**config.mk**
```make
export PLATFORM = sky130hd
export DESIGN_NAME = m_decoder_alu_stage
export DESIGN_NICKNAME = d
export VERILOG_FILES = /design/src/rtl/m_decoder_alu_stage.sv
export SDC_FILE = /design/constraint.sdc
export NUM_CORES = 1
export LEC_CHECK = 0
export ABC_AREA = 0
export CAP_MARGIN = 15
export CORE_MARGIN = 3
export CORE_UTILIZATION = 40
export DETAILED_ROUTE_END_ITERATION = 12
export GPL_ROUTABILITY_DRIVEN = 1
export PLACE_DENSITY = 0.74
export SLEW_MARGIN = 0
export SYNTH_ARGS = -nofsm -noshare
export SYNTH_HDL_FRONTEND = slang
export SYNTH_SLANG_ARGS = --single-unit
```
**constraint.sdc**
```tcl
create_clock -name clk -period 2.58 [get_ports clk]
set_input_delay 0.516 -clock clk [delete_from_list [all_inputs] [get_ports clk]]
set_output_delay 0.516 -clock clk [all_outputs]
set_load 0.02 [all_outputs]
```
**src/rtl/m_decoder_alu_stage.sv**
```systemverilog
// ALU decode stage: decodes binop instructions into an ALU control word and
// buffers the results in a small in-order FIFO ahead of the ALU issue port.
package m_decoder_alu_pkg;
  typedef enum logic [1:0] {KIND_RRR = 2'd0, KIND_RRI, KIND_MEM, KIND_BRANCH} e_kind;

  typedef enum logic [4:0] {
    BINOP_ADD = 5'd0, BINOP_SUB, BINOP_AND, BINOP_OR, BINOP_XOR,
    BINOP_SHL, BINOP_SHR, BINOP_ASL, BINOP_ASR, BINOP_ROR, BINOP_ROL,
    BINOP_NOT, BINOP_NEG
  } e_binop;

  typedef enum logic [3:0] {
    CORE_OP_INVALID = 4'd0, CORE_OP_ADD, CORE_OP_AND, CORE_OP_XOR,
    CORE_OP_SHL, CORE_OP_SHR, CORE_OP_ASL, CORE_OP_ASR, CORE_OP_ROR, CORE_OP_ROL
  } e_core_op;

  typedef enum logic [1:0] {UNARY_OP_ID = 2'd0, UNARY_OP_NOT, UNARY_OP_NEG} e_unary_op;

  typedef enum logic [2:0] {
    SHIFT_SHL = 3'd0, SHIFT_SHR, SHIFT_ASL, SHIFT_ASR, SHIFT_ROR, SHIFT_ROL
  } e_shift_op;

  typedef struct packed {
    e_shift_op  op;
    logic [4:0] amount;
  } s_shift;

  typedef struct packed {
    e_core_op  core;
    e_unary_op pre_a;
    e_unary_op pre_b;
    s_shift    shift;
    e_unary_op post;
  } s_control;

  localparam s_control CONTROL_INVALID = '{
    core: CORE_OP_INVALID, pre_a: UNARY_OP_ID, pre_b: UNARY_OP_ID,
    shift: '{op: SHIFT_SHL, amount: 5'd0}, post: UNARY_OP_ID
  };
endpackage

// Shift sub-field decoder: shift flavour from the binop, amount from the low bits.
module m_decoder_shift
  import m_decoder_alu_pkg::*;
#(
  parameter int OPC_LSB = 23
) (
  input  e_kind       kind,
  input  logic [31:0] instruction,
  output s_shift      shift
);
  logic [4:0] opc;
  logic       unused_instr;

  assign opc          = instruction[OPC_LSB+4:OPC_LSB];
  assign unused_instr = ^instruction;

  always_comb begin
    shift = '{op: SHIFT_SHL, amount: 5'd0};
    if (kind == KIND_RRR) begin
      case (opc)
        BINOP_SHL: shift = '{op: SHIFT_SHL, amount: instruction[4:0]};
        BINOP_SHR: shift = '{op: SHIFT_SHR, amount: instruction[4:0]};
        BINOP_ASL: shift = '{op: SHIFT_ASL, amount: instruction[4:0]};
        BINOP_ASR: shift = '{op: SHIFT_ASR, amount: instruction[4:0]};
        BINOP_ROR: shift = '{op: SHIFT_ROR, amount: instruction[4:0]};
        BINOP_ROL: shift = '{op: SHIFT_ROL, amount: instruction[4:0]};
        default:   shift = '{op: SHIFT_SHL, amount: 5'd0};
      endcase
    end
  end
endmodule

module m_decoder_alu_stage
  import m_decoder_alu_pkg::*;
#(
  parameter int OPC_LSB    = 23,
  parameter int DEPTH      = 2,
  parameter int ENABLE_ROT = 1,
  parameter int CNT_W      = 16
) (
  input  logic             clk,
  input  logic             rst_n,
  input  logic             in_valid,
  output logic             in_ready,
  input  e_kind            kind,
  input  logic [31:0]      instruction,
  input  logic             flush,
  output logic             out_valid,
  input  logic             out_ready,
  output s_control         control,
  output logic             illegal,
  output logic [CNT_W-1:0] cnt_decoded,
  output logic [CNT_W-1:0] cnt_illegal
);
  localparam int PTR_W  = (DEPTH > 1) ? $clog2(DEPTH) : 1;
  localparam int CNT_FW = $clog2(DEPTH + 1);

  function automatic logic [PTR_W-1:0] ptr_inc(input logic [PTR_W-1:0] p);
    return (p == PTR_W'(DEPTH - 1)) ? '0 : p + PTR_W'(1);
  endfunction

  function automatic logic [CNT_W-1:0] sat_inc(input logic [CNT_W-1:0] v);
    return (&v) ? v : v + CNT_W'(1);
  endfunction

  s_shift     shift_p0;
  s_control   ctrl_p0;
  logic       ill_p0;
  logic [4:0] opc_p0;
  logic       vld_p0;

  s_control          ctrl_mem_p1 [DEPTH];
  logic              ill_mem_p1  [DEPTH];
  logic [PTR_W-1:0]  wr_ptr_p1;
  logic [PTR_W-1:0]  rd_ptr_p1;
  logic [CNT_FW-1:0] count_p1;
  logic              vld_p1;
  logic              pop_p1;

  // Stage p0: combinational decode of the presented instruction
  m_decoder_shift #(.OPC_LSB(OPC_LSB)) u_shift (
    .kind        (kind),
    .instruction (instruction),
    .shift       (shift_p0)
  );

  assign opc_p0 = instruction[OPC_LSB+4:OPC_LSB];

  always_comb begin
    ctrl_p0       = CONTROL_INVALID;
    ctrl_p0.shift = shift_p0;
    ill_p0        = 1'b0;
    case (opc_p0)
      BINOP_ADD: ctrl_p0.core = CORE_OP_ADD;
      BINOP_SUB: begin
        ctrl_p0.core  = CORE_OP_ADD;
        ctrl_p0.pre_b = UNARY_OP_NEG;
      end
      BINOP_AND: ctrl_p0.core = CORE_OP_AND;
      BINOP_OR: begin
        // De Morgan: a | b == ~(~a & ~b)
        ctrl_p0.core  = CORE_OP_AND;
        ctrl_p0.pre_a = UNARY_OP_NOT;
        ctrl_p0.pre_b = UNARY_OP_NOT;
        ctrl_p0.post  = UNARY_OP_NOT;
      end
      BINOP_XOR: ctrl_p0.core = CORE_OP_XOR;
      BINOP_SHL: ctrl_p0.core = CORE_OP_SHL;
      BINOP_SHR: ctrl_p0.core = CORE_OP_SHR;
      BINOP_ASL: ctrl_p0.core = CORE_OP_ASL;
      BINOP_ASR: ctrl_p0.core = CORE_OP_ASR;
      BINOP_ROR: begin
        ctrl_p0.core = CORE_OP_ROR;
        ill_p0       = (ENABLE_ROT == 0);
      end
      BINOP_ROL: begin
        ctrl_p0.core = CORE_OP_ROL;
        ill_p0       = (ENABLE_ROT == 0);
      end
      BINOP_NOT: begin
        ctrl_p0.core = CORE_OP_ADD;
        ctrl_p0.post = UNARY_OP_NOT;
      end
      BINOP_NEG: begin
        ctrl_p0.core = CORE_OP_ADD;
        ctrl_p0.post = UNARY_OP_NEG;
      end
      default: ill_p0 = 1'b1;
    endcase
    if (kind != KIND_RRR) ill_p0 = 1'b1;
    if (ill_p0) ctrl_p0 = CONTROL_INVALID;
  end

  // Full blocks the push even if the head leaves this cycle, keeping in_ready
  // independent of out_ready.
  assign in_ready = (count_p1 < CNT_FW'(DEPTH)) && !flush;
  assign vld_p0   = in_valid && in_ready;

  // Stage p1: FIFO storage and head presentation
  assign vld_p1 = (count_p1 != '0);
  assign pop_p1 = vld_p1 && out_ready && !flush;

  always_ff @(posedge clk or negedge rst_n) begin
    if (!rst_n) begin
      wr_ptr_p1   <= '0;
      rd_ptr_p1   <= '0;
      count_p1    <= '0;
      cnt_decoded <= '0;
      cnt_illegal <= '0;
    end else if (flush) begin
      wr_ptr_p1 <= '0;
      rd_ptr_p1 <= '0;
      count_p1  <= '0;
    end else begin
      if (vld_p0) wr_ptr_p1 <= ptr_inc(wr_ptr_p1);
      if (pop_p1) rd_ptr_p1 <= ptr_inc(rd_ptr_p1);
      count_p1 <= count_p1 + CNT_FW'(vld_p0) - CNT_FW'(pop_p1);
      if (vld_p0) begin
        if (ill_p0) cnt_illegal <= sat_inc(cnt_illegal);
        else        cnt_decoded <= sat_inc(cnt_decoded);
      end
    end
  end

  always_ff @(posedge clk) begin
    if (vld_p0) begin
      ctrl_mem_p1[wr_ptr_p1] <= ctrl_p0;
      ill_mem_p1[wr_ptr_p1]  <= ill_p0;
    end
  end

  assign out_valid = vld_p1;
  assign control   = vld_p1 ? ctrl_mem_p1[rd_ptr_p1] : CONTROL_INVALID;
  assign illegal   = vld_p1 && ill_mem_p1[rd_ptr_p1];
endmodule

```
Yosys cells after proc, flatten, opt, wreduce, memory -nomap -nowiden
Memory sizes are Yosys's and may differ from the RTL's.
Index checks and enable logic that the tools add are counted.
Storage, ports and cells
  register bits after elaboration: 36
  bits in writable memories: 38
  input bits: 39
  output and inout bits: 53
  memories: 2
Memories
  ctrl_mem_p1: words 2, bits a word 18, rd ports 1, clocked after Yosys merged registers in 0, wr ports 1, line 113  | s_control ctrl_mem_p1 [DEPTH];
  ill_mem_p1: words 2, bits a word 1, rd ports 1, clocked after Yosys merged registers in 0, wr ports 1, line 114  | logic ill_mem_p1 [DEPTH];
Cells by class
  add/sub/neg operators: 6
  $lt $le $gt $ge: 1
  eq/ne operators: 12
  mux-type cells: 19
  bitwise gates (word level): 4
  reductions and logical operators: 20
Operator list (count)
  one-hot mux 8 bit (6 select lines): 1
  two-way mux 18 bit: 2
  one-hot mux 4 bit (9 select lines): 1
  adder 16 x 1 -> 16 bit (second input constant): 2
  AND reduction 16 bit: 2
  equality test 5 x 4 -> 1 bit (second input constant): 5
  equality test 5 x 3 -> 1 bit (second input constant): 4
  OR reduction 13 bit: 1
  two-way mux 1 bit: 11
  equality test 5 x 2 -> 1 bit (second input constant): 2
  two-way mux 8 bit: 1
  one-hot mux 2 bit (2 select lines): 2
  AND reduction 4 bit: 2
  nonzero test 2 bit: 4
  equality test 5 x 1 -> 1 bit (second input constant): 1
  logical AND 1 bit: 5
  zero test 5 bit: 1
  inverter 1 bit: 4
  OR reduction 2 bit: 2
  OR reduction 4 bit: 1
  adder 1 bit (second input constant): 2
  adder 2 x 1 -> 2 bit: 1
  zero test 2 bit: 1
  < comparator 2 bit (second input constant): 1
  other kinds (3): 3

Depth between registers and ports, before layout
Gate-level depths: netlist of the first run.
  depth in word-level cells: 6
  gate-level depth with buffers: 8
  depth with buffers taken out: 7

Cells and area by module
Synthesis of the first run repeated with hierarchy kept, for this count alone.
Second synthesis, totals
  cell total of the unflattened synthesis: 304
  area, all modules: 3490.8 um^2
By module, submodules not included
  m_decoder_alu_stage: instances 1, cells each 280, area an instance 3349.5 um^2
  m_decoder_shift: instances 1, cells each 24, area an instance 141.4 um^2

Worst setup path before layout of the first run
Ideal clock, no wire load.
  path type: register to output
  start point: reg rd_ptr_p1
  end point: out control[12] in the netlist's numbering
  arrival time: 1.667 ns
  setup slack: 0.397 ns
  cell stages (with the launch flop): 6
  path buffers: 3
  path through: dfrtp_1 > clkbuf_1 > buf_2 > mux2i_1 > nor2_1 > buf_4
RTL lines
  start: declaration: line 116  | logic [PTR_W-1:0] rd_ptr_p1;
  start signal: assignment: line 197  | if (pop_p1) rd_ptr_p1 <= ptr_inc(rd_ptr_p1);
  end: declaration: line 91  | output s_control control,

==> results of run 1 <==
==> repair_timing <==
item | in CTS | in global routing
hold endpoints to repair | 0 | 0
endpoints found under the setup margin | 0 | 1
gates resized for setup | 0 | 1
==> sequential cells by signal, summed over array words and instances (netlist names) <==
| register | cells |
|---|---|
| wr_ptr_p1 | 1 |
| ctrl_mem_p1 | 32 |
| cnt_illegal | 16 |
| rd_ptr_p1 | 1 |
| cnt_decoded | 16 |
| count_p1 | 2 |
| ill_mem_p1 | 2 |
==> power by group through the flow <==
stage	Combinational, mW	Sequential [mW]	Clock (mW)
5_1_grt	1.06	1.45	0.792
3_3_place_gp	0.974	1.44	0
3_5_place_dp	0.988	1.45	0
2_1_floorplan	0.468	1.50	0
4_1_cts	0.993	1.43	0.736
6_report	0.975	1.42	0.715
==> logic make-up after synthesis <==
| logic type | synth area share [%] |
|---|---|
| flip-flops | 55.7 |
| other | 0.109 |
| adder cells (fa/ha/maj) | 1.45 |
| buffers and inverters | 2.90 |
| XOR/XNOR | 8.38 |
| AO/OA/AOI/OAI | 2.65 |
| multiplexers | 6.20 |
| AND/OR/NAND/NOR | 22.6 |
==> placed cells by master, fill, tap and decap left out, drive strengths merged, types with 2 or more instances in the layout <==
cell	count
a21oi	5
xor2	27
nor2	28
mux2i	18
clkdlybuf4s50	67
mux2	3
buf	17
nor4	16
nand3	14
ha	4
nand2b	2
nand4	12
and3	5
and4	3
o21ai	4
inv	5
or3	3
clkinv	6
and2	6
or4	2
xnor2	6
nor2b	5
dfrtp	36
nor3b	4
nand2	12
nor3	17
edfxtp	34
clkbuf	10
==> worst max-delay path: stages, from the launching register on <==
cell	delay, ns
sky130_fd_sc_hd__dfrtp_1	0.48
sky130_fd_sc_hd__nor2_1	0.08
sky130_fd_sc_hd__buf_4	0.20
sky130_fd_sc_hd__nor2_1	0.18
sky130_fd_sc_hd__clkdlybuf4s50_1	0.63
==> through the flow <==
stage / worst slack (ns) / utilization, %
2_1_floorplan: 0.397 / -
3_3_place_gp: 0.131 / 52.2
3_5_place_dp: 0.0703 / 52.2
4_1_cts: 0.0972 / 54.1
5_1_grt: 0.0201 / 54.1
6_report: 0.159 / 54.1
==> final timing paths <==
kind | slack, ns | end | cells past startpoint | from
max | 0.16 | control[12] | 4 | count_p1[1]$_DFF_PN0_
min | 0.50 | cnt_illegal[14]$_DFFE_PN0P_ | 1 | cnt_illegal[14]$_DFFE_PN0P_
max reg2reg | 0.69 | cnt_illegal[6]$_DFFE_PN0P_ | 5 | cnt_illegal[8]$_DFFE_PN0P_
min reg2reg | 0.50 | cnt_illegal[14]$_DFFE_PN0P_ | 1 | cnt_illegal[14]$_DFFE_PN0P_
max in group asynchronous | 1.64 | count_p1[1]$_DFF_PN0_ | 2 | rst_n
min in group asynchronous | 0.60 | cnt_decoded[7]$_DFFE_PN0P_ | 2 | rst_n
==> synth_stat cells, types with 4 or more instances <==
cell                       number
sky130_fd_sc_hd__a21oi_1        5
sky130_fd_sc_hd__and2_1         6
sky130_fd_sc_hd__and3_1         5
sky130_fd_sc_hd__buf_4          4
sky130_fd_sc_hd__clkbuf_1       5
sky130_fd_sc_hd__dfrtp_1       36
sky130_fd_sc_hd__edfxtp_1      34
sky130_fd_sc_hd__ha_1           4
sky130_fd_sc_hd__inv_1          5
sky130_fd_sc_hd__mux2i_1       18
sky130_fd_sc_hd__nand2_1       12
sky130_fd_sc_hd__nand3_1       14
sky130_fd_sc_hd__nand4_1       12
sky130_fd_sc_hd__nor2_1        28
sky130_fd_sc_hd__nor2b_1        5
sky130_fd_sc_hd__nor3_1        16
sky130_fd_sc_hd__nor4_1        11
sky130_fd_sc_hd__o21ai_0        4
sky130_fd_sc_hd__xnor2_1        6
sky130_fd_sc_hd__xor2_1        27
==> layout make-up <==
cell class,count,area (um2)
Clock buffer,10,128
Clock inverter,6,28.8
Fill cell,727,3810
Inverter,5,18.8
Multi-Input combinational cell,205,1430
Sequential cell,70,1920
Tap cell,105,131
Timing Repair Buffer,85,836
==> per-layer routing <==
metal	share of wire, %	up-vias	wire length (um)	track usage [%]
met5	0	-	0	0
met4	1.5	0	102	5.36
met3	6.2	8	437	4.95
met2	49	79	3460	24.1
met1	43	1246	3000	19.0
li1	-	1225	-	-
==> results list, run 1 <==
* Net switching power: between 1 and 1.5 mW
- For the final routed database, the setup TNS stands at 0 ns.
- Buffers added to address setup during post-CTS repair amount to 0.
- Min Clock Period, post-route: 2.42 ns
* Startpoint Class: flop
- Number of standard cells after synthesis: 293
* Number of endpoints failing setup at the final stage: 0
- Top cells by area in the synthesized netlist: sky130_fd_sc_hd__edfxtp_1 30%, sky130_fd_sc_hd__dfrtp_1 26%, sky130_fd_sc_hd__xor2_1 6.9%, sky130_fd_sc_hd__mux2i_1 5.2%, sky130_fd_sc_hd__nor2_1 3.0%
- Maximum number of pins on one net before global-route repair: 37
- The initialized floorplan defines 33 standard-cell rows.
- The share of total power dissipated in combinational logic is 31.3%.
- Along the worst path, the maximum fanout reaches 18.
* Worst hold slack: roughly 0.50 ns
* Cts hold-fix bufs: 0
- Kind of critical path: reg2out
- Maximum clock frequency: 413 MHz
- For this design the ratio of total power to cell area is 693 nW/um2.
- Total power of the final layout: 3.11 mW
- Compared with the post-synthesis result, the final layout area differs by 30.2%.
- Share of post-route cells with drive strength above 1: 10.8%
* Setup repair after global routing missed its margin: false
- The number of antenna violations at the first check in global routing is 0.
- In this run, synthesis inferred 34 flip-flops with an integrated enable.
- Library cell with the largest summed area after synthesis: sky130_fd_sc_hd__edfxtp_1
- Clock tree synthesis inserted a total of 9 buffers.
- The region available for standard cell placement spans 8300 um2.
- First-pass GRT wire length: 11.7 mm
* RD Place Congestion: 0.810
- Status: completed
* Clock sink count: 70
* Die extent in y: 98.9 um
- Net count after synthesis: approximately 340
- First-pass detailed-route iteration total: 4
- N_diodes: 0
* Via density: 5.26
- The number of max-slew violations in the final report was 0.
- For this run, design rule violations remaining after detail routing come to 0.
- Power share of the clock group: 23.0%
- DIE AREA: 9780 um2
* Dpl cells: 470
- The worst hold path belongs to the class reg2reg.
- Ports placed on the boundary: 92
- Count of unique library cells instantiated by Yosys: 42
* Half-perimeter wire length after placement: 4.89 mm
* Total Routing Usage GR: roughly 15%
- Counting along the longest clock path gives a buffer depth of 2.
- Post-layout net count: 419
- Hold violation total from the final report: 0
- At the pin with the least slew margin, the transition time is approximately 0.57 ns.
* Mapped Area: between 3000 and 4000 um2
- Ys flop type: sky130_fd_sc_hd__dfrtp_1
* Skew-Pair Late Insertion Delay: 0.33 ns
- Worst clock skew on the final layout: 0.00787 ns
- Switching portion of total power: 32.8%
- The total overflow left after global routing is 0.
- The detailed router placed 2558 vias in this run.
- Across the VDD grid, the largest voltage drop is 0.513 mV.
* Starting utilization of the core area: between 40% and 50%
- Final non-filler cell area: approximately 4500 um2
* Post-synth ARST share: 51.4%
- Dividing the detail-routed wire length by the instance count gives 14.4 um.
- CTS tree: built
- CTS built an H-tree with a depth of 3.
- The synthesized design contains 70 register bits.
- Clock-pin slew was measured on the worst setup and hold paths at roughly 0.070 ns.
* Routed Wire Length: 7.00 mm
- Sequential share of power: 45.7%
- Headroom to the max-slew limit came out at 61.7%.
* Reported max-cap violation count: 0
- In this run the clock root is driven by a sky130_fd_sc_hd__clkbuf_8.
- The number of global-route vias before repair is approximately 2500.
- Antenna-violating nets left: 0
- Number of warnings issued by yosys: 0
- In this run the tool buffered the top-level ports with slightly below 70 buffer cells.
- Required time at the worst-slack endpoint: 2.06 ns
- Non-filler cells in the finished layout: 486
- STA classifies the critical path endpoint as an output pin.
- The share of synthesized area in the top cell type comes to 29.6%.
- Critical Path AT: 1.90 ns
* Drt initial violations: 37
* Mapped Avg Cell Area: about 12 um2
* Crit share post-route: 93.8%
- Sequential cells were found to cover 55.7% of the synthesized design area.
- Horizontal die dimension: between 90 and 100 um
* Leak: 1.82 nW
- Cell area after placement: 4330 um2
- Internal power contribution: 2.09 mW
Power figures use the tool's default switching activity.
==> run 2, diff against run 1 <==
--- a/config.mk
+++ b/config.mk
@@ -8,10 +8,10 @@
 export ABC_AREA = 0
 export CAP_MARGIN = 15
 export CORE_MARGIN = 3
-export CORE_UTILIZATION = 40
+export CORE_UTILIZATION = 35
 export DETAILED_ROUTE_END_ITERATION = 12
 export GPL_ROUTABILITY_DRIVEN = 1
-export PLACE_DENSITY = 0.74
+export PLACE_DENSITY = 0.67
 export SLEW_MARGIN = 0
 export SYNTH_ARGS = -nofsm -noshare
 export SYNTH_HDL_FRONTEND = slang
==> results list, run 2 (synthesis results as in run 1) <==
- The switching part of the total came to 31.7% (was 32.8%).
* Internal power contribution: 2.30 mW (was 2.09 mW)
- The CTS tree is built (unchanged).
- Post-layout net count: 420 (was 419)
* Worst slew margin relative to its limit: 64.3% (was 61.7%)
- Total area of sequential cells: 1920 um2 (unchanged)
- Required time at the worst-slack endpoint: 2.06 ns (about the same)
- Footprint of the multi-input gates: 1430 um2 (unchanged)
- The portion of total power attributed to sequential cells was 42.2% (was 45.7%).
* Pins over their slew limit: 0 (unchanged)
- The commonest non-fill, non-tap cell in the layout was sky130_fd_sc_hd__clkdlybuf4s50_1 (unchanged).
* Registers with the most flip-flops: ctrl_mem_p1 x32, cnt_decoded x16, cnt_illegal x16 (unchanged)
- Power density normalized to cell area: 734 nW/um2 (was 693 nW/um2)
* Reported max-cap violation count: 0 (unchanged)
- Skew-Pair Late Insertion Delay: 0.34 ns (was 0.33 ns)
* Root Buffer: sky130_fd_sc_hd__clkbuf_8 (unchanged)
* Worst slack at placement: 0.173 ns (was 0.0703 ns)
* Starting utilization of the core area: 36.7% (was 41.6%)
* R2r startpoint: cnt_illegal[8]$_DFFE_PN0P_ (unchanged)
- The area growth from synthesis to final layout is 33.2% (was 30.2%).
* Number of endpoints failing setup at the final stage: 0 (unchanged)
- The depth of the CTS H-tree came to 3 (unchanged).
- The worst clock skew on the final layout is 0.0111 ns (was 0.00787 ns).
- The fraction of power consumed by the clock network came to 28.8% (was 23.0%).
- The startpoint of the most critical hold path was cnt_illegal[14]$_DFFE_PN0P_ (unchanged).
* Clock transition time at the flip-flop clock pins of the worst setup and hold paths: 0.07 ns (about the same)
- Setup repair after global routing missed its margin: false (unchanged)
- Antenna violations before repair: 0 (unchanged)
- The aggregate global routing overflow is 0 (unchanged).
* Total Routing Usage GR: 14.1% (was 15.0%)
- Peak ir drop on the vdd network: 0.455 mV (was 0.513 mV)
- Half-perimeter wire length after placement: 5.17 mm (was 4.89 mm)
* Share of post-route cells with drive strength above 1: 12.3% (was 10.8%)
- Kind of critical path: reg2out (unchanged)
- The static leakage power came to 1.83 nW (was 1.82 nW).
* Avg WL per Cell: 14.6 um (was 14.4 um)
* Endpoint of the worst register-to-register path: cnt_illegal[13]$_DFFE_PN0P_ (was cnt_illegal[6]$_DFFE_PN0P_)
- The maximum number of pins on one net before global-route repair is 37 (unchanged).
- Status: completed (unchanged)
- The floorplan row count was 35 (was 33).
* Core footprint: 9420 um2 (was 8300 um2)
- First-pass detailed-route iteration total: 4 (unchanged)
- Register with the most flip-flops: ctrl_mem_p1 (unchanged)
- The endpoint arrival time on the critical path came to 1.94 ns (was 1.90 ns).
- Crit share post-route: 95.3% (was 93.8%)
* Ports placed on the boundary: 92 (unchanged)
- The remaining number of nets flagged by the antenna check after routing was 0 (unchanged).
* Worst hold slack: 0.509 ns (was 0.497 ns)
- The routability congestion estimate from global placement was 0.794 (was 0.810).
- Worst reg2reg path depth: 5 (unchanged)
- The peak clock frequency supported by timing was 407 MHz (was 413 MHz).
- The height of the die is 105 um (was 98.9 um).
- The total length of routed wires is 7.46 mm (was 7.00 mm).
- Final non-filler cell area: 4600 um2 (was 4490 um2)
* Kind of path behind the tightest hold check: reg2reg (unchanged)
* Proportion of power drawn by combinational gates: 29.0% (was 31.3%)
- The maximum net fanout on the critical path was 18 (unchanged).
- The overall via count from detail_route was 2547 (was 2558).
* Min Clock Period, post-route: 2.46 ns (was 2.42 ns)
- Final Worst Setup Slack: 0.122 ns (was 0.159 ns)
- The worst-case clock buffer depth came to 2 (unchanged).
- Cts hold-fix bufs: 0 (unchanged)
- The number of buffers added on ports came to 68 (unchanged).
- DIE AREA: 11100 um2 (was 9780 um2)
* Fill cell instance count of the final layout: 880 (was 727)
- Hold worst-path end: cnt_illegal[14]$_DFFE_PN0P_ (unchanged)
* Drt initial violations: 56 (was 37)
- Net switching power: 1.07 mW (was 1.02 mW)
* Clock sink count: 70 (unchanged)
- Number of buffers created by CTS: 9 (unchanged)
- Leading cell types in the layout, fill and taps excluded: 68 x sky130_fd_sc_hd__clkdlybuf4s50_1, 36 x sky130_fd_sc_hd__dfrtp_1, 34 x sky130_fd_sc_hd__edfxtp_1 (was 67 x sky130_fd_sc_hd__clkdlybuf4s50_1, 36 x sky130_fd_sc_hd__dfrtp_1, 34 x sky130_fd_sc_hd__edfxtp_1)
- Setup_tns: 0 ns (unchanged)
- The setup slack on the worst flop-to-flop path came to 0.61 ns (was 0.69 ns).
- N_diodes: 0 (unchanged)
* Hold violation total from the final report: 0 (unchanged)
* Number of global-route vias before repair: 2715 (was 2477)
* Number of instances on the worst hold path: 1 (unchanged)
- Via density: 4.98 (was 5.26)
- Cell area after placement: 4370 um2 (was 4330 um2)
- DRC Markers: 0 (unchanged)
- First-pass GRT wire length: 12.8 mm (was 11.7 mm)
- Endpoint class of the critical path: output pin (unchanged)
* Largest register FFs: 32 (unchanged)
- The startpoint class of the critical path was a flop (unchanged).
* Horizontal die dimension: 105 um (was 98.9 um)
* Worst Max-Slew Pin Slew: 0.532 ns (was 0.572 ns)
## run 2: cell types whose count changed in the layout (fill, tap and decap cells not counted)
cell                              before  now
sky130_fd_sc_hd__clkinvlp_4            0    1
sky130_fd_sc_hd__clkdlybuf4s50_1      67   68
sky130_fd_sc_hd__dlymetal6s2s_1        1    0
sky130_fd_sc_hd__clkinv_4              1    3
sky130_fd_sc_hd__bufinv_16             0    2
sky130_fd_sc_hd__clkinv_1              4    0
sky130_fd_sc_hd__buf_6                 0    1
sky130_fd_sc_hd__clkbuf_1              1    0
## run 2: worst max-delay path by stage
stage                           from                         end  depth (start not counted)
2_1_floorplan  rd_ptr_p1$_DFFE_PN0P_                 control[12]                          5
3_3_place_gp         instruction[26]  cnt_illegal[1]$_DFFE_PN0P_                          6
3_5_place_dp         instruction[26]  cnt_illegal[1]$_DFFE_PN0P_                          6
4_1_cts        count_p1[1]$_DFF_PN0_                 control[10]                          4
5_1_grt        count_p1[1]$_DFF_PN0_                 control[10]                          4
6_report       count_p1[1]$_DFF_PN0_                 control[10]                          4
## run 2: layout make-up
type / instances / area share [%]
Sequential cell: 70 / 41.8
Multi-Input combinational cell: 205 / 31.1
Timing Repair Buffer: 86 / 18.4
Tap cell: 129 / 3.51
Clock buffer: 9 / 2.69
Clock inverter: 7 / 2.15
Inverter: 5 / 0.408
## run 2: power groups by stage
| stage | logic [mW] | clock network [mW] | registers, mW |
|---|---|---|---|
| 2_1_floorplan | 0.468 | 0 | 1.50 |
| 3_3_place_gp | 0.980 | 0 | 1.44 |
| 3_5_place_dp | 0.987 | 0 | 1.45 |
| 4_1_cts | 0.993 | 0.998 | 1.43 |
| 5_1_grt | 1.06 | 1.05 | 1.45 |
| 6_report | 0.979 | 0.971 | 1.43 |
## run 2: layer usage
metal | part of all wire [%] | track usage (%) | routed length, um | up-vias
met5 | 0 | 0 | 0 | -
met4 | 0.78 | 2.44 | 58 | 0
met3 | 5.6 | 5.21 | 416 | 6
met2 | 50 | 23.9 | 3700 | 66
met1 | 44 | 17.5 | 3280 | 1244
li1 | - | - | - | 1231
## run 2: stage by stage
stage / std cells / utilization (%) / total power, mW
2_1_floorplan: 293 / - / 1.97
3_3_place_gp: 495 / 46.4 / 2.42
3_5_place_dp: 495 / 46.4 / 2.43
4_1_cts: 511 / 48.8 / 3.42
5_1_grt: 511 / 48.8 / 3.57
6_report: 511 / 48.8 / 3.37
## run 2: critical path, cell delays in order (launching register included)
cell,delay [ns]
sky130_fd_sc_hd__dfrtp_1,0.49
sky130_fd_sc_hd__nor2_1,0.08
sky130_fd_sc_hd__buf_4,0.20
sky130_fd_sc_hd__nor2_1,0.19
sky130_fd_sc_hd__clkdlybuf4s50_1,0.64
## run 2: repair_timing
action                     in CTS  in global routing
setup buffers                   0                  0
setup endpoints to repair       0                  2
gates resized for setup         0                  1
==> run 3, diff against run 2 <==
--- a/config.mk
+++ b/config.mk
@@ -7,12 +7,12 @@
 export LEC_CHECK = 0
 export ABC_AREA = 0
 export CAP_MARGIN = 15
-export CORE_MARGIN = 3
+export CORE_MARGIN = 10
 export CORE_UTILIZATION = 35
 export DETAILED_ROUTE_END_ITERATION = 12
 export GPL_ROUTABILITY_DRIVEN = 1
 export PLACE_DENSITY = 0.67
-export SLEW_MARGIN = 0
+export SLEW_MARGIN = 5
 export SYNTH_ARGS = -nofsm -noshare
 export SYNTH_HDL_FRONTEND = slang
 export SYNTH_SLANG_ARGS = --single-unit
==> results list, run 3 (synthesis results as in run 1) <==
- Total Routing Usage GR: 10.9% (was 14.1%)
- The total length of routed wires came to 7.73 mm (was 7.46 mm).
* Die extent in y: 119 um (was 105 um)
- Post-CTS resize count: 0 (unchanged)
- The final non-filler cell total came to 516 (was 511).
- The worst reg2reg path depth is 5 (unchanged).
- The number of hold buffers added after CTS was 0 (unchanged).
* Horizontal die dimension: 119 um (was 105 um)
* Final non-filler cell area: 4540 um2 (was 4600 um2)
- Setup_tns: 0 ns (unchanged)
* Largest driver fanout on the critical path: 18 (unchanged)
- The floorplan row count came to 36 (was 35).
* Min Clock Period, post-route: 2.44 ns (was 2.46 ns)
- The post-CTS clock slew at the launch and capture registers of the worst setup and hold paths came to 0.08 ns (was 0.07 ns).
- R2r startpoint: cnt_illegal[8]$_DFFE_PN0P_ (unchanged)
- Kind of critical path: reg2out (unchanged)
- Share of post-route cells with drive strength above 1: 12.5% (was 12.3%)
- The count of inserted antenna diode cells is 0 (unchanged).
- The setup slack on the worst flop-to-flop path is 0.69 ns (was 0.61 ns).
- The routability congestion estimate from global placement came to 0.771 (was 0.794).
- Vias after detailed routing: 2473 (was 2547)
- The type of element capturing the critical path was an output pin (unchanged).
* First-pass detailed-route iteration total: 4 (unchanged)
- The number of clock buffers inserted by TritonCTS came to 9 (unchanged).
* Via density: 4.79 (was 4.98)
- The number of antenna violations at the first check in global routing came to 0 (unchanged).
- Antenna-violating nets left: 0 (unchanged)
- The overall die area is 14200 um2 (was 11100 um2).
- The commonest non-fill, non-tap cell in the layout is sky130_fd_sc_hd__clkdlybuf4s50_1 (unchanged).
- The depth of the CTS H-tree is 3 (unchanged).
- Overall overflow remaining after global route: 0 (unchanged)
* Critical Path AT: 1.92 ns (was 1.94 ns)
- The endpoint of the worst register-to-register path was cnt_illegal[5]$_DFFE_PN0P_ (was cnt_illegal[13]$_DFFE_PN0P_).
- Avg WL per Cell: 15.0 um (was 14.6 um)
- Required time at the worst-slack endpoint: 2.06 ns (about the same)
- Worst slew margin relative to its limit: 43.4% (was 64.3%)
* Signed area change from the synthesized netlist to the final layout: 31.7% (was 33.2%)
- The fill cell instance count of the final layout came to 923 (was 880).
* Worst-case clock buffer depth: 2 (unchanged)
- Maximum number of pins on one net before global-route repair: 37 (unchanged)
- Leak: 1.82 nW (was 1.83 nW)
* Total power of the final layout: 3.16 mW (was 3.37 mW)
* Register with the most flip-flops: ctrl_mem_p1 (unchanged)
* Status: completed (unchanged)
- Leading cell types in the layout, fill and taps excluded: 67 x sky130_fd_sc_hd__clkdlybuf4s50_1, 36 x sky130_fd_sc_hd__dfrtp_1, 34 x sky130_fd_sc_hd__edfxtp_1 (was 68 x sky130_fd_sc_hd__clkdlybuf4s50_1, 36 x sky130_fd_sc_hd__dfrtp_1, 34 x sky130_fd_sc_hd__edfxtp_1)
- Peak ir drop on the vdd network: 0.412 mV (was 0.455 mV)
- Drt initial violations: 86 (was 56)
* Startpoint Class: flop (unchanged)
* Postcts setup bufs: 0 (unchanged)
- Largest register FFs: 32 (unchanged)
- The placed cell count was 500 (was 495).
- The termination of the worst setup path was control[10] (unchanged).
* Timing startpoint of the critical path: count_p1[1]$_DFF_PN0_ (unchanged)
- The CTS tree was built (unchanged).
* Number of global-route vias before repair: 2611 (was 2715)
- Root Buffer: sky130_fd_sc_hd__clkbuf_8 (unchanged)
- Number of endpoints failing setup at the final stage: 0 (unchanged)
* Reported max-cap violation count: 0 (unchanged)
- The type of the most critical hold path is in2async (was reg2reg).
- The cell area after placement came to 4380 um2 (was 4370 um2).
- Registers with the most flip-flops: ctrl_mem_p1 x32, cnt_decoded x16, cnt_illegal x16 (unchanged)
- The count of nets after finishing is 421 (was 420).
* Starting utilization of the core area: 35.6% (was 36.7%)
- The number of max-slew violations in the final report is 0 (unchanged).
* DRC Markers: 0 (unchanged)
- Core footprint: 9680 um2 (was 9420 um2)
- Crit share post-route: 94.6% (was 95.3%)
- First-pass GRT wire length: 13.0 mm (was 12.8 mm)
- Clock sink count: 70 (unchanged)
- Setup repair after global routing missed its margin: false (unchanged)
- The power density relative to cell area came to 696 nW/um2 (was 734 nW/um2).
- Worst clock skew on the final layout: 0.00992 ns (was 0.0111 ns)
- Maximum clock frequency: 410 MHz (was 407 MHz)
* Half-perimeter wire length after placement: 5.59 mm (was 5.17 mm)
* Skew-Pair Late Insertion Delay: 0.33 ns (was 0.34 ns)
- Ports placed on the boundary: 92 (unchanged)
- Worst Max-Slew Pin Slew: 0.850 ns (was 0.532 ns)
- Hold violation total from the final report: 0 (unchanged)
- Number of buffer cells added on primary ports: 68 (unchanged)
==> run 3: changes by cell type in the layout (fill, tap and decap cells not counted) <==
cell                              before  now
sky130_fd_sc_hd__clkinv_2              1    4
sky130_fd_sc_hd__clkinv_4              3    0
sky130_fd_sc_hd__buf_4                15   17
sky130_fd_sc_hd__bufinv_16             2    0
sky130_fd_sc_hd__buf_2                 0    1
sky130_fd_sc_hd__buf_6                 1    0
sky130_fd_sc_hd__clkdlybuf4s50_1      68   67
sky130_fd_sc_hd__clkinv_1              0    1
sky130_fd_sc_hd__inv_6                 0    1
==> run 3: critical path: stages (launching register included) <==
cell and delay, ns:
sky130_fd_sc_hd__dfrtp_1 0.48, sky130_fd_sc_hd__nor2_1 0.08, sky130_fd_sc_hd__buf_4 0.20, sky130_fd_sc_hd__nor2_1 0.18, sky130_fd_sc_hd__clkdlybuf4s50_1 0.64
==> run 3: report_power, final <==
group          total [mW]  internal [mW]  switching [mW]
clock network       0.755          0.342           0.413
registers            1.42           1.29           0.131
logic               0.984          0.465           0.520
total                3.16           2.10            1.06
==> run 3: metrics by stage <==
stage	hold WS (ns)	setup slack (ns)	utilization [%]
2_1_floorplan	0.220	0.397	-
3_3_place_gp	0.482	0.227	45.2
3_5_place_dp	0.487	0.136	45.2
4_1_cts	0.294	0.0958	46.9
5_1_grt	0.338	0.0343	46.9
6_report	0.282	0.139	46.9
==> run 3: final cells by class <==
cell class,count,area [um2],area share [%]
flip-flops and latches,70,1920,42.3
clock buffers,9,124,2.73
repair buffers,87,843,18.6
multi-input cells,205,1430,31.5
inverters,5,18.8,0.413
well taps,133,166,3.66
clock inverters,7,40.0,0.881
==> run 3: worst min path at each step <==
| stage | end | cells past startpoint | start |
|---|---|---|---|
| after global routing | cnt_decoded[2]$_DFFE_PN0P_ | 1 | rst_n |
| after detailed placement | cnt_decoded[15]$_DFFE_PN0P_ | 1 | cnt_decoded[15]$_DFFE_PN0P_ |
| after CTS | cnt_decoded[15]$_DFFE_PN0P_ | 1 | rst_n |
| final | cnt_decoded[15]$_DFFE_PN0P_ | 1 | rst_n |
| after global placement | cnt_decoded[15]$_DFFE_PN0P_ | 1 | cnt_decoded[15]$_DFFE_PN0P_ |
| after floorplan | cnt_decoded[0]$_DFFE_PN0P_ | 0 | rst_n |
==> run 3: layer usage <==
| metal | GRT usage (%) | routed length (um) | share of wire [%] | up-vias |
|---|---|---|---|---|
| met4 | 4.30 | 86 | 1.1 | 0 |
| met5 | 0 | 0 | 0 | - |
| li1 | - | - | - | 1234 |
| met2 | 17.5 | 3580 | 46 | 58 |
| met1 | 13.1 | 3500 | 45 | 1173 |
| met3 | 4.11 | 566 | 7.3 | 8 |
